--- src/rtl/idec_pkg.sv ---
// Shared types, opcode constants and the combinational ARM field decoder for idecoder_pipe.
// Optional macro IDEC_UNDEF_TRAP_EN: when defined, the decoder flags instr[27:26]==11 as undefined.
package idec_pkg;

    // The bundle carries a fixed-width PC; the pipe zero-extends or truncates to its own PC_W.
    localparam int IDEC_PC_W = 32;

    localparam logic [2:0] OPC_SYS   = 3'b000;
    localparam logic [2:0] OPC_IMM   = 3'b001;
    localparam logic [2:0] OPC_REG   = 3'b010;
    localparam logic [2:0] OPC_RSR   = 3'b011;
    localparam logic [2:0] OPC_LS    = 3'b101;
    localparam logic [3:0] OPC_BR    = 4'b1000;
    localparam logic [6:0] OPC_UNDEF = 7'b1010000;

    // Matched against instr[27:21].
    localparam logic [6:0] NOP_PAT  = 7'b0011001;
    localparam logic [6:0] HALT_PAT = 7'b0001000;

    typedef struct packed {
        logic [IDEC_PC_W-1:0] pc;
        logic [3:0]           cond;
        logic [6:0]           opcode;
        logic                 en_status;
        logic [3:0]           rn;
        logic [3:0]           rd;
        logic [3:0]           rs;
        logic [3:0]           rm;
        logic [1:0]           shift_op;
        logic [4:0]           imm5;
        logic [11:0]          imm12;
        logic [23:0]          imm24;
        logic                 undef;
    } idec_bundle_t;

    // pc is left zero; the caller fills it in.
    function automatic idec_bundle_t idec_decode(input logic [31:0] instr);
        idec_bundle_t b;
        b           = '0;
        b.cond      = instr[31:28];
        b.en_status = instr[20];
        b.rn        = instr[19:16];
        b.rd        = instr[15:12];
        b.rs        = instr[11:8];
        b.rm        = instr[3:0];
        b.shift_op  = instr[7:6];
        b.imm5      = instr[4:0];
        b.imm12     = instr[11:0];
        b.imm24     = instr[23:0];
        case (instr[27:26])
            2'b00: begin
                if (instr[27:21] == NOP_PAT || instr[27:21] == HALT_PAT)
                    b.opcode = {OPC_SYS, instr[24:21]};
                else if (instr[25])
                    b.opcode = {OPC_IMM, instr[24:21]};
                else if (instr[4])
                    b.opcode = {OPC_RSR, instr[24:21]};
                else
                    b.opcode = {OPC_REG, instr[24:21]};
            end
            2'b01:   b.opcode = {OPC_LS, instr[24:21]};
            2'b10:   b.opcode = {OPC_BR, instr[23:21]};
            default: begin
                b.opcode = OPC_UNDEF;
`ifdef IDEC_UNDEF_TRAP_EN
                b.undef  = 1'b1;
`endif
            end
        endcase
        return b;
    endfunction

endpackage

--- src/rtl/idec_fifo.sv ---
// Circular queue of {pc, instr} pairs with push/pop/flush and an occupancy count.
// DEPTH must be a power of two so the pointers wrap naturally.
module idec_fifo #(
    parameter int DEPTH = 4,
    parameter int PC_W  = 32
) (
    input  logic                       clk,
    input  logic                       rst_n,
    input  logic                       flush,
    input  logic                       push,
    input  logic [PC_W-1:0]            push_pc,
    input  logic [31:0]                push_instr,
    input  logic                       pop,
    output logic [PC_W-1:0]            head_pc,
    output logic [31:0]                head_instr,
    output logic [$clog2(DEPTH+1)-1:0] occupancy,
    output logic                       empty,
    output logic                       full
);
    localparam int PTR_W = $clog2(DEPTH);
    localparam int OCC_W = $clog2(DEPTH+1);

    logic [PC_W+31:0]  mem [DEPTH];
    logic [PTR_W-1:0]  wr_ptr;
    logic [PTR_W-1:0]  rd_ptr;
    logic [OCC_W-1:0]  count;
    logic              do_push;
    logic              do_pop;

    assign do_push    = push && !flush && !full;
    assign do_pop     = pop && !flush && !empty;
    assign empty      = (count == '0);
    assign full       = (count == OCC_W'(DEPTH));
    assign occupancy  = count;
    assign head_pc    = mem[rd_ptr][PC_W+31:32];
    assign head_instr = mem[rd_ptr][31:0];

    always_ff @(posedge clk) begin
        if (do_push)
            mem[wr_ptr] <= {push_pc, push_instr};
    end

    always_ff @(posedge clk or negedge rst_n) begin
        if (!rst_n) begin
            wr_ptr <= '0;
            rd_ptr <= '0;
            count  <= '0;
        end else if (flush) begin
            wr_ptr <= '0;
            rd_ptr <= '0;
            count  <= '0;
        end else begin
            if (do_push)
                wr_ptr <= wr_ptr + 1'b1;
            if (do_pop)
                rd_ptr <= rd_ptr + 1'b1;
            case ({do_push, do_pop})
                2'b10:   count <= count + 1'b1;
                2'b01:   count <= count - 1'b1;
                default: count <= count;
            endcase
        end
    end

endmodule

--- src/rtl/idecoder_pipe.sv ---
// Buffered ARM instruction-decode stage: queue, combinational decode of the head, output register.
// Optional macro IDEC_UNDEF_TRAP_EN: flag undefined instructions and freeze fetch until flush.
module idecoder_pipe
    import idec_pkg::*;
#(
    parameter int DEPTH = 4,
    parameter int PC_W  = 32
) (
    input  logic                       clk,
    input  logic                       rst_n,
    input  logic                       flush,
    input  logic                       in_valid,
    output logic                       in_ready,
    input  logic [31:0]                in_instr,
    input  logic [PC_W-1:0]            in_pc,
    output logic                       out_valid,
    input  logic                       out_ready,
    output logic [PC_W-1:0]            out_pc,
    output logic [3:0]                 cond,
    output logic [6:0]                 opcode,
    output logic                       en_status,
    output logic [3:0]                 rn,
    output logic [3:0]                 rd,
    output logic [3:0]                 rs,
    output logic [3:0]                 rm,
    output logic [1:0]                 shift_op,
    output logic [4:0]                 imm5,
    output logic [11:0]                imm12,
    output logic [23:0]                imm24,
    output logic                       out_undef,
    output logic [$clog2(DEPTH+1)-1:0] occupancy
);
    // Handshake: an instruction is taken on any edge where in_valid && in_ready; a bundle is
    // consumed on any edge where out_valid && out_ready. in_ready never depends on in_valid, and
    // out_valid/bundle fields never change while out_valid && !out_ready.

    logic [PC_W-1:0] head_pc;
    logic [31:0]     head_instr;
    logic            fifo_empty;
    logic            fifo_full;

    logic            armed;
    logic            frozen;
    logic            out_valid_q;
    idec_bundle_t    bundle_q;

    logic            retire;
    logic            load_slot;
    logic            accept;
    logic            pop;
    logic            bypass;
    logic            push;
    logic [31:0]     src_instr;
    logic [PC_W-1:0] src_pc;
    idec_bundle_t    next_bundle;

    always_comb begin
        retire    = out_valid_q && out_ready;
        load_slot = (!out_valid_q || retire) && !frozen;
        in_ready  = armed && !fifo_full && !flush && !frozen;
        accept    = in_valid && in_ready;
        pop       = load_slot && !fifo_empty && !flush;
        bypass    = load_slot && fifo_empty && accept;
        push      = accept && !bypass;
        // With an empty queue the incoming word is decoded directly for single-cycle latency.
        src_instr = fifo_empty ? in_instr : head_instr;
        src_pc    = fifo_empty ? in_pc    : head_pc;
        next_bundle    = idec_decode(src_instr);
        next_bundle.pc = IDEC_PC_W'(src_pc);
    end

    idec_fifo #(
        .DEPTH (DEPTH),
        .PC_W  (PC_W)
    ) u_fifo (
        .clk        (clk),
        .rst_n      (rst_n),
        .flush      (flush),
        .push       (push),
        .push_pc    (in_pc),
        .push_instr (in_instr),
        .pop        (pop),
        .head_pc    (head_pc),
        .head_instr (head_instr),
        .occupancy  (occupancy),
        .empty      (fifo_empty),
        .full       (fifo_full)
    );

    always_ff @(posedge clk or negedge rst_n) begin
        if (!rst_n) begin
            armed       <= 1'b0;
            out_valid_q <= 1'b0;
            bundle_q    <= '0;
        end else begin
            armed <= 1'b1;
            if (flush) begin
                out_valid_q <= 1'b0;
            end else begin
                if (retire)
                    out_valid_q <= 1'b0;
                if (pop || bypass) begin
                    out_valid_q <= 1'b1;
                    bundle_q    <= next_bundle;
                end
            end
        end
    end

`ifdef IDEC_UNDEF_TRAP_EN
    // Once an undefined bundle is loaded, fetch and queue advance stay blocked until flush.
    always_ff @(posedge clk or negedge rst_n) begin
        if (!rst_n)
            frozen <= 1'b0;
        else if (flush)
            frozen <= 1'b0;
        else if ((pop || bypass) && next_bundle.undef)
            frozen <= 1'b1;
    end
`else
    assign frozen = 1'b0;
`endif

    assign out_valid = out_valid_q;
    assign out_pc    = PC_W'(bundle_q.pc);
    assign cond      = bundle_q.cond;
    assign opcode    = bundle_q.opcode;
    assign en_status = bundle_q.en_status;
    assign rn        = bundle_q.rn;
    assign rd        = bundle_q.rd;
    assign rs        = bundle_q.rs;
    assign rm        = bundle_q.rm;
    assign shift_op  = bundle_q.shift_op;
    assign imm5      = bundle_q.imm5;
    assign imm12     = bundle_q.imm12;
    assign imm24     = bundle_q.imm24;
    assign out_undef = bundle_q.undef;

endmodule
--- config.mk ---
export PLATFORM = sky130hd
export DESIGN_NAME = idecoder_pipe
export DESIGN_NICKNAME = d
export VERILOG_FILES = /design/src/rtl/idec_pkg.sv /design/src/rtl/idec_fifo.sv /design/src/rtl/idecoder_pipe.sv
export SDC_FILE = /design/constraint.sdc
export NUM_CORES = 1
export LEC_CHECK = 0
export BUFFER_PORTS_ARGS = -buffer_cell sky130_fd_sc_hd__buf_2
export CAP_MARGIN = 0
export CORE_UTILIZATION = 25
export DETAILED_ROUTE_END_ITERATION = 12
export SETUP_SLACK_MARGIN = 0.5
export SYNTH_ARGS = -nofsm -noshare
export SYNTH_HDL_FRONTEND = slang
export SYNTH_SLANG_ARGS = --single-unit
--- constraint.sdc ---
create_clock -name clk -period 2.9 [get_ports clk]
set_input_delay 0 -clock clk [delete_from_list [all_inputs] [get_ports clk]]
set_output_delay 0 -clock clk [all_outputs]
set_load 0.03 [all_outputs]
# [Word-level counts from Yosys, hierarchy flattened]
# Memory sizes are Yosys's and may differ from the RTL's.
# Index checks and enable logic that the tools add are counted.
# Widths: inputs -> output; s select.
[word_totals] register_bits=112 mem_bits_rw=256 in_bits=69 out_inout_bits=109 wordCells=75 mem_count=1
[mem_list] memory="u_fifo.mem" words=4 width=64 rd=1 rd_clocked_by_memory_dff=0 wr=1 line_no="idec_fifo.sv:23" source="logic [PC_W+31:0] mem [DEPTH];"
[op_classes] n_addsub=4 n_eq_ne=7 muxes=17 n_bitwise=1 reduce_logical=28
[ops] cell="$mux 32" n=2
[ops] cell="$pmux 7 s3" n=1
[ops] cell="$logic_and 1x1->1" n=13
[ops] cell="$mux 2" n=4
[ops] cell="$eq 7x4->1 const B" n=1
[ops] cell="$eq 7x5->1 const B" n=1
[ops] cell="$mux 7" n=1
[ops] cell="$mux 6" n=1
[ops] cell="$pmux 3 s2" n=1
[ops] cell="$reduce_bool 3->1" n=2
[ops] cell="$logic_not 1->1" n=5
[ops] cell="$mux 1" n=5
[ops] cell="$mux 5" n=1
[ops] cell="$add 2x1->2 const B" n=2
[ops] cell="$eq 2x1->1 const B" n=2
[ops] cell="$eq 2x2->1 const B" n=2
[ops] cell="$reduce_bool 2->1" n=2
[ops] cell="$add 3x1->3 const B" n=1
[ops] cell="$eq 3x3->1 const B" n=1
[ops] cell="$logic_not 3->1" n=1
[ops] cell="$logic_or 1x1->1" n=3
[ops] cell="$mux 3" n=1
[ops] cell="$sub 3x1->3 const B" n=1
[ops] cell="$logic_not 2->1" n=1
[ops] cell="2 further kinds" n=2

# [Depth between registers and ports, before layout]
[depth] depth_word=13 ltp_mapped=8 ltp_nobuf=7

# [By module]
# Synthesis repeated with hierarchy kept, for this count alone.
[hier_totals] cells_unflattened=752 hier_area_um2=13449.1
[modules_own_cells] mod="idec_fifo" n_inst=1 cells_per_inst=397 area_per_inst_um2=9809.4 seq_area_each_um2=7862.5
[modules_own_cells] mod="idecoder_pipe" n_inst=1 cells_per_inst=355 area_per_inst_um2=3639.7 seq_area_each_um2=1726.7

# [Least setup slack after synthesis]
# OpenSTA, ideal clock, no wires.
[synth_timing] path_type="register -> register" start="register u_fifo.count[0] (netlist: u_fifo.occupancy[0])" end="memory u_fifo.mem[1][0] (netlist name), enable pin" setup_ns=0.429 arrival_ns=2.801 required_ns=2.471 path_slack_ns=-0.330 stages_incl_launch_ff=5 n_path_buf=0 synth_period_minus_slack_ns=3.230 path_cell_list="dfrtp_1 > or3b_4 > nand3_1 > a21oi_1 > and2_1"
[synth_via] elab_chain_cells=12 word_cells_on_any_way=14 classes_between="eq/ne: 1; mux: 2; reduce/logical: 11"
[synth_lines] item="start: declaration" line_no="idec_fifo.sv:26" source="logic [OCC_W-1:0] count;"
[synth_lines] item="start signal: assignment" line_no="idec_fifo.sv:58" source="2'b10: count <= count + 1'b1;"
[synth_lines] item="start signal: assignment" line_no="idec_fifo.sv:59" source="2'b01: count <= count - 1'b1;"
[synth_lines] item="start signal: assignment" line_no="idec_fifo.sv:60" source="default: count <= count;"
[synth_lines] item="$eq 3x3->1" line_no="idec_fifo.sv:33" source="assign full = (count == OCC_W'(DEPTH));"
[synth_lines] item="$logic_not 1->1" line_no="idec_fifo.sv:30, idecoder_pipe.sv:60"
[synth_lines] item="$logic_and 1x1->1 (2 in a row)" line_no="idecoder_pipe.sv:60" source="in_ready = armed && !fifo_full && !flush && !frozen;"
[synth_lines] item="$logic_and 1x1->1" line_no="idecoder_pipe.sv:61" source="accept = in_valid && in_ready;"
[synth_lines] item="$logic_and 1x1->1" line_no="idecoder_pipe.sv:63" source="bypass = load_slot && fifo_empty && accept;"
[synth_lines] item="$logic_not 1->1" line_no="idecoder_pipe.sv:64" source="push = accept && !bypass;"
[synth_lines] item="$logic_and 1x1->1" line_no="idecoder_pipe.sv:64"
[synth_lines] item="$logic_and 1x1->1" line_no="idec_fifo.sv:30" source="assign do_push = push && !flush && !full;"
[synth_lines] item="$logic_and 1x1->1 (*)" line_no="idec_fifo.sv:30"
[synth_lines] item="$mux 1 (*)" line_no="idec_fifo.sv:39" source="if (do_push)"
[synth_lines] item="$mux 1 (not written as such) (*)" line_no="idec_fifo.sv:40" source="mem[wr_ptr] <= {push_pc, push_instr};"
[synth_lines] item="end: declaration" line_no="idec_fifo.sv:23"
# Mark *: on every way between the ends. The rest lies on a longest branch, timed or not.

# [Worst setup path after layout]
[layout_timing] start="register u_fifo.count[0] (netlist: u_fifo.occupancy[0])" end="register u_fifo.count[2] (netlist: u_fifo.occupancy[2])"
[layout_via] elab_chain_cells=13 word_cells_on_any_way=24 classes_between="add/sub: 2; eq/ne: 3; mux: 2; reduce/logical: 17"
[layout_lines] item="$eq 3x3->1" line_no="idec_fifo.sv:33"
[layout_lines] item="$logic_not 1->1" line_no="idec_fifo.sv:30, idecoder_pipe.sv:60"
[layout_lines] item="$logic_and 1x1->1 (2 in a row)" line_no="idecoder_pipe.sv:60"
[layout_lines] item="$logic_and 1x1->1" line_no="idecoder_pipe.sv:61"
[layout_lines] item="$logic_and 1x1->1" line_no="idecoder_pipe.sv:63"
[layout_lines] item="$logic_not 1->1" line_no="idecoder_pipe.sv:64"
[layout_lines] item="$logic_and 1x1->1" line_no="idecoder_pipe.sv:64"
[layout_lines] item="$logic_and 1x1->1 (2 in a row)" line_no="idec_fifo.sv:30"
[layout_lines] item="$eq 2x1->1 / $eq 2x2->1 (equally long branches)" line_no="idec_fifo.sv:57" source="case ({do_push, do_pop})"
[layout_lines] item="$pmux 3 s2" line_no="idec_fifo.sv:57"
[layout_lines] item="$mux 3" line_no="idec_fifo.sv:48" source="end else if (flush) begin"
# Several ways; a longest one is shown, not always the timed one.
# A chain may end at the register's enable or synchronous reset.

==> out/qor.log <==
[place] dpl cells 1604
[sta] highest clock rate 443.9 MHz
[yosys] most frequently used flop master after synthesis sky130_fd_sc_hd__edfxtp_1
[sta] hold slack final 110.0 ps
[yosys] Synth async-reset ratio 0.2289
[sta] final setup TNS 0 ps
[power] power density relative to cell area 996.4 nW/µm²
[detailed_routing] average wire per standard cell 18.28 µm
[floorplan] width of the die 231.9 µm
[yosys] flops & latches, synth 332
[floorplan] height of the die 231.9 µm
[critical_path] biggest fanout along the worst timing path 6
[critical_path] category of the most critical setup path reg2reg
[clock_network] clock sink count 332
[floorplan] total I/O pin count 178
[sta] Clock Skew 15.79 ps
[global_routing] Global Route Usage Sum 0.1201
[clock_network] Clock Path Buffers 3
[clock_network] cts bufs inserted 38
[cells_and_area] fraction of layout instances using a drive strength above 1 0.3142
[yosys] number of different library cells in the post-synthesis netlist 45
[yosys] netlist area before placement 13210 µm²
[sta] final setup violation count 0
[sta] share of the cycle needed by the critical path after routing 0.7769
[cells_and_area] cell area after layout 16640 µm²
[place] # port buffers 176
[detailed_routing] number of antenna-violating nets in the routed design 0
[clock_network] CTS root buffer sky130_fd_sc_hd__clkbuf_16
[global_routing] wire length of the first global-routing pass 48560 µm
[clock_network] H-tree depth 2
[detailed_routing] router iterations before antenna repair 4
[sta] min Tclk post-route 2253 ps
[cells_and_area] Total Nets Final 1106
[detailed_routing] number of vias in the routed layout 7610
[critical_path] endpoint type of the worst setup path flip-flop
[clock_network] Setup Fix Bufs, Post-CTS 0
[sta] Rel. slew slack 0.4269
[cells_and_area] area growth from synthesis to layout 25.99%
[power] static leakage 5.902 nW
[floorplan] effective utilization at floorplan 0.2554
[sta] worst path setup slack after routing 647.1 ps
[detailed_routing] final WL 31850 µm
[yosys] post-synthesis area per instance 16.27 µm²
[detailed_routing] routed via count divided by cell count 4.369
[critical_path] FF-to-FF path depth 7
[yosys] synthesized instance count 812
[sta] Max Slew Vio Count 0
[cells_and_area] post-route non-filler standard cell count 1742
[sta] RSZ-0062 raised after global routing false
[power] sum of internal, switching and leakage power 16.58 mW
[global_routing] vias in the first global route 7852
[cells_and_area] Post-Route Utilization 0.3218
[global_routing] maximum number of pins on one net before global-route repair 60
[place] placed cell area 14730 µm²
[critical_path] required arrival time at the worst endpoint 3320 ps
[sta] final hold violation count 0
[floorplan] placeable core area 51720 µm²
[sta] transition at the pin with the smallest max-transition slack 859.6 ps
[global_routing] initial antenna violation count 3
[critical_path] arrival time at the worst endpoint 2670 ps
[yosys] EDFF count, synth 256
[clock_network] clock tree from TritonCTS done
[floorplan] Std-Cell Rows 83
[place] gp weighted congestion 0.7064
[yosys] warning count from the yosys run 0
[critical_path] kind of start point of the critical path flip-flop
[worst_hold_path] worst min-delay path class in2async
[clock_network] latest clock arrival within the worst-skew pair 540 ps
[place] pre-CTS setup slack 493.3 ps
[job] count of maximum capacitance violations 0
[detailed_routing] detailed router's first-iteration violation count 423
[floorplan] Die Outline Area 53750 µm²
[detailed_routing] number of design rule violations left after detail routing 0
[clock_network] clock transition at the registers of the reported paths 60 ps
[yosys] portion of the post-synthesis area used by sequential elements 0.7260
[run_status] status completed
[place] estimated wirelength of the detail-placed design 18970 µm
[global_routing] remaining global-route overflow 0
[power] peak ir drop on the vdd network 600.8 µV
[yosys] synthesized net count 886
## cells in the final DEF (no fill, tap or decap), types with 3 or more instances in the layout
| cell | Yosys | final |
|---|---|---|
| sky130_fd_sc_hd__buf_2 | 5 | 175 |
| sky130_fd_sc_hd__clkbuf_16 | 0 | 39 |
| sky130_fd_sc_hd__clkinv_1 | 0 | 5 |
| sky130_fd_sc_hd__a31oi_1 | 58 | 58 |
| sky130_fd_sc_hd__a22o_1 | 3 | 3 |
| sky130_fd_sc_hd__buf_12 | 0 | 9 |
| sky130_fd_sc_hd__and2_4 | 0 | 5 |
| sky130_fd_sc_hd__nor4_1 | 3 | 3 |
| sky130_fd_sc_hd__a21oi_1 | 6 | 5 |
| sky130_fd_sc_hd__dlygate4sd3_1 | 0 | 68 |
| sky130_fd_sc_hd__mux2i_1 | 7 | 7 |
| sky130_fd_sc_hd__nor2_1 | 70 | 70 |
| sky130_fd_sc_hd__dfrtp_1 | 76 | 74 |
| sky130_fd_sc_hd__clkbuf_8 | 0 | 8 |
| sky130_fd_sc_hd__nand2_1 | 133 | 132 |
| sky130_fd_sc_hd__o21ai_0 | 3 | 3 |
| sky130_fd_sc_hd__ha_1 | 4 | 4 |
| sky130_fd_sc_hd__edfxtp_1 | 256 | 256 |
| sky130_fd_sc_hd__nand3_1 | 5 | 5 |
| sky130_fd_sc_hd__nand2b_1 | 3 | 3 |
| sky130_fd_sc_hd__clkbuf_1 | 23 | 4 |
| sky130_fd_sc_hd__xnor2_1 | 4 | 4 |
| sky130_fd_sc_hd__buf_4 | 44 | 10 |
| sky130_fd_sc_hd__mux4_2 | 63 | 63 |
| sky130_fd_sc_hd__clkinv_2 | 0 | 5 |
| sky130_fd_sc_hd__clkinvlp_4 | 0 | 4 |
| sky130_fd_sc_hd__a21o_1 | 4 | 4 |
## synth_stat cells, drive strengths merged (4+ instances only)
cell type / number / area, µm²
nor2: 70 / 262.8
edfxtp: 256 / 7687
mux2i: 7 / 70.07
nand3: 5 / 25.02
xnor2: 4 / 35.03
dfrtp: 76 / 1902
a31oi: 58 / 362.9
a21oi: 6 / 30.03
a21o: 4 / 30.03
clkbuf: 23 / 86.33
mux4: 63 / 1419
ha: 4 / 50.05
nor4: 4 / 31.28
nand2: 133 / 499.2
o21ai: 4 / 20.01
buf: 59 / 407.9
and2: 7 / 45.05
## layout make-up
cell class / instances / area, µm²
fillers: 5059 / 35080
inverters: 2 / 7.507
clock inverters: 17 / 121.4
flip-flops and latches: 332 / 9597
well taps: 680 / 850.8
multi-input cells: 396 / 3147
repair buffers: 262 / 1812
diodes: 2 / 5.005
clock buffers: 51 / 1101
## metal layers
layer | part of all wire | GRT usage
met1 | 0.47 | 0.1660
met2 | 0.45 | 0.1822
met3 | 0.057 | 0.03008
met4 | 0.020 | 0.04215
met5 | 0.00041 | 0
## report_power, final
| part | switching [mW] | internal (mW) | leakage (nW) |
|---|---|---|---|
| clock network | 1.90 | 2.75 | 0.594 |
| logic | 3.75 | 1.90 | 2.13 |
| registers | 0.535 | 5.74 | 3.18 |
## cell families (layout without fill, tap and decap cells)
logic type,after synthesis,in the layout,share of synthesized area
buffers and inverters,84,332,0.03799
AND/OR/NAND/NOR,232,232,0.07314
adder cells (fa/ha/maj),5,5,0.005305
other,2,4,0.0005686
AO/OA/AOI/OAI,80,80,0.03894
multiplexers,72,72,0.1147
flip-flops,332,332,0.7260
XOR/XNOR,5,5,0.003315
## registers in the layout, summed over array words and instances (netlist names), 2 cells and up
register          flops
cond                  4
imm12                 3
imm24                 7
opcode                7
out_pc               32
rd                    3
rm                    3
rn                    3
rs                    3
u_fifo.mem          256
u_fifo.occupancy      3
u_fifo.rd_ptr         2
u_fifo.wr_ptr         2
## worst paths after layout
path	start	endpoint	slack (ps)
setup reg to reg	u_fifo.occupancy[0]$_DFFE_PN0P_	u_fifo.occupancy[2]$_DFFE_PN0P_	650
max in group asynchronous	rst_n	u_fifo.rd_ptr[1]$_DFFE_PN0P_	2130
hold reg to reg	opcode[3]$_DFFE_PN0P_	opcode[3]$_DFFE_PN0P_	480
setup / recovery	u_fifo.occupancy[0]$_DFFE_PN0P_	u_fifo.occupancy[2]$_DFFE_PN0P_	650
min in group clk	in_pc[15]	u_fifo.mem[3][47]$_DFFE_PP_	240
hold / removal	rst_n	cond[1]$_DFFE_PN0P_	110
## timing repair
action / in CTS / in global routing
hold buffers: 68 / 0
setup endpoints to repair: 28 / 1
resized for setup: 1 / 1
hold endpoints to repair: 379 / 0
## critical path: stages, from the launching register on
cell	delay, ps
sky130_fd_sc_hd__dfrtp_1	480
sky130_fd_sc_hd__or3b_4	450
sky130_fd_sc_hd__a311o_1	410
sky130_fd_sc_hd__nor2_1	140
sky130_fd_sc_hd__fa_1	210
sky130_fd_sc_hd__mux2i_1	230
sky130_fd_sc_hd__xnor2_1	150
sky130_fd_sc_hd__nor2_1	60
Note: power is estimated with default switching activity, not from simulation.
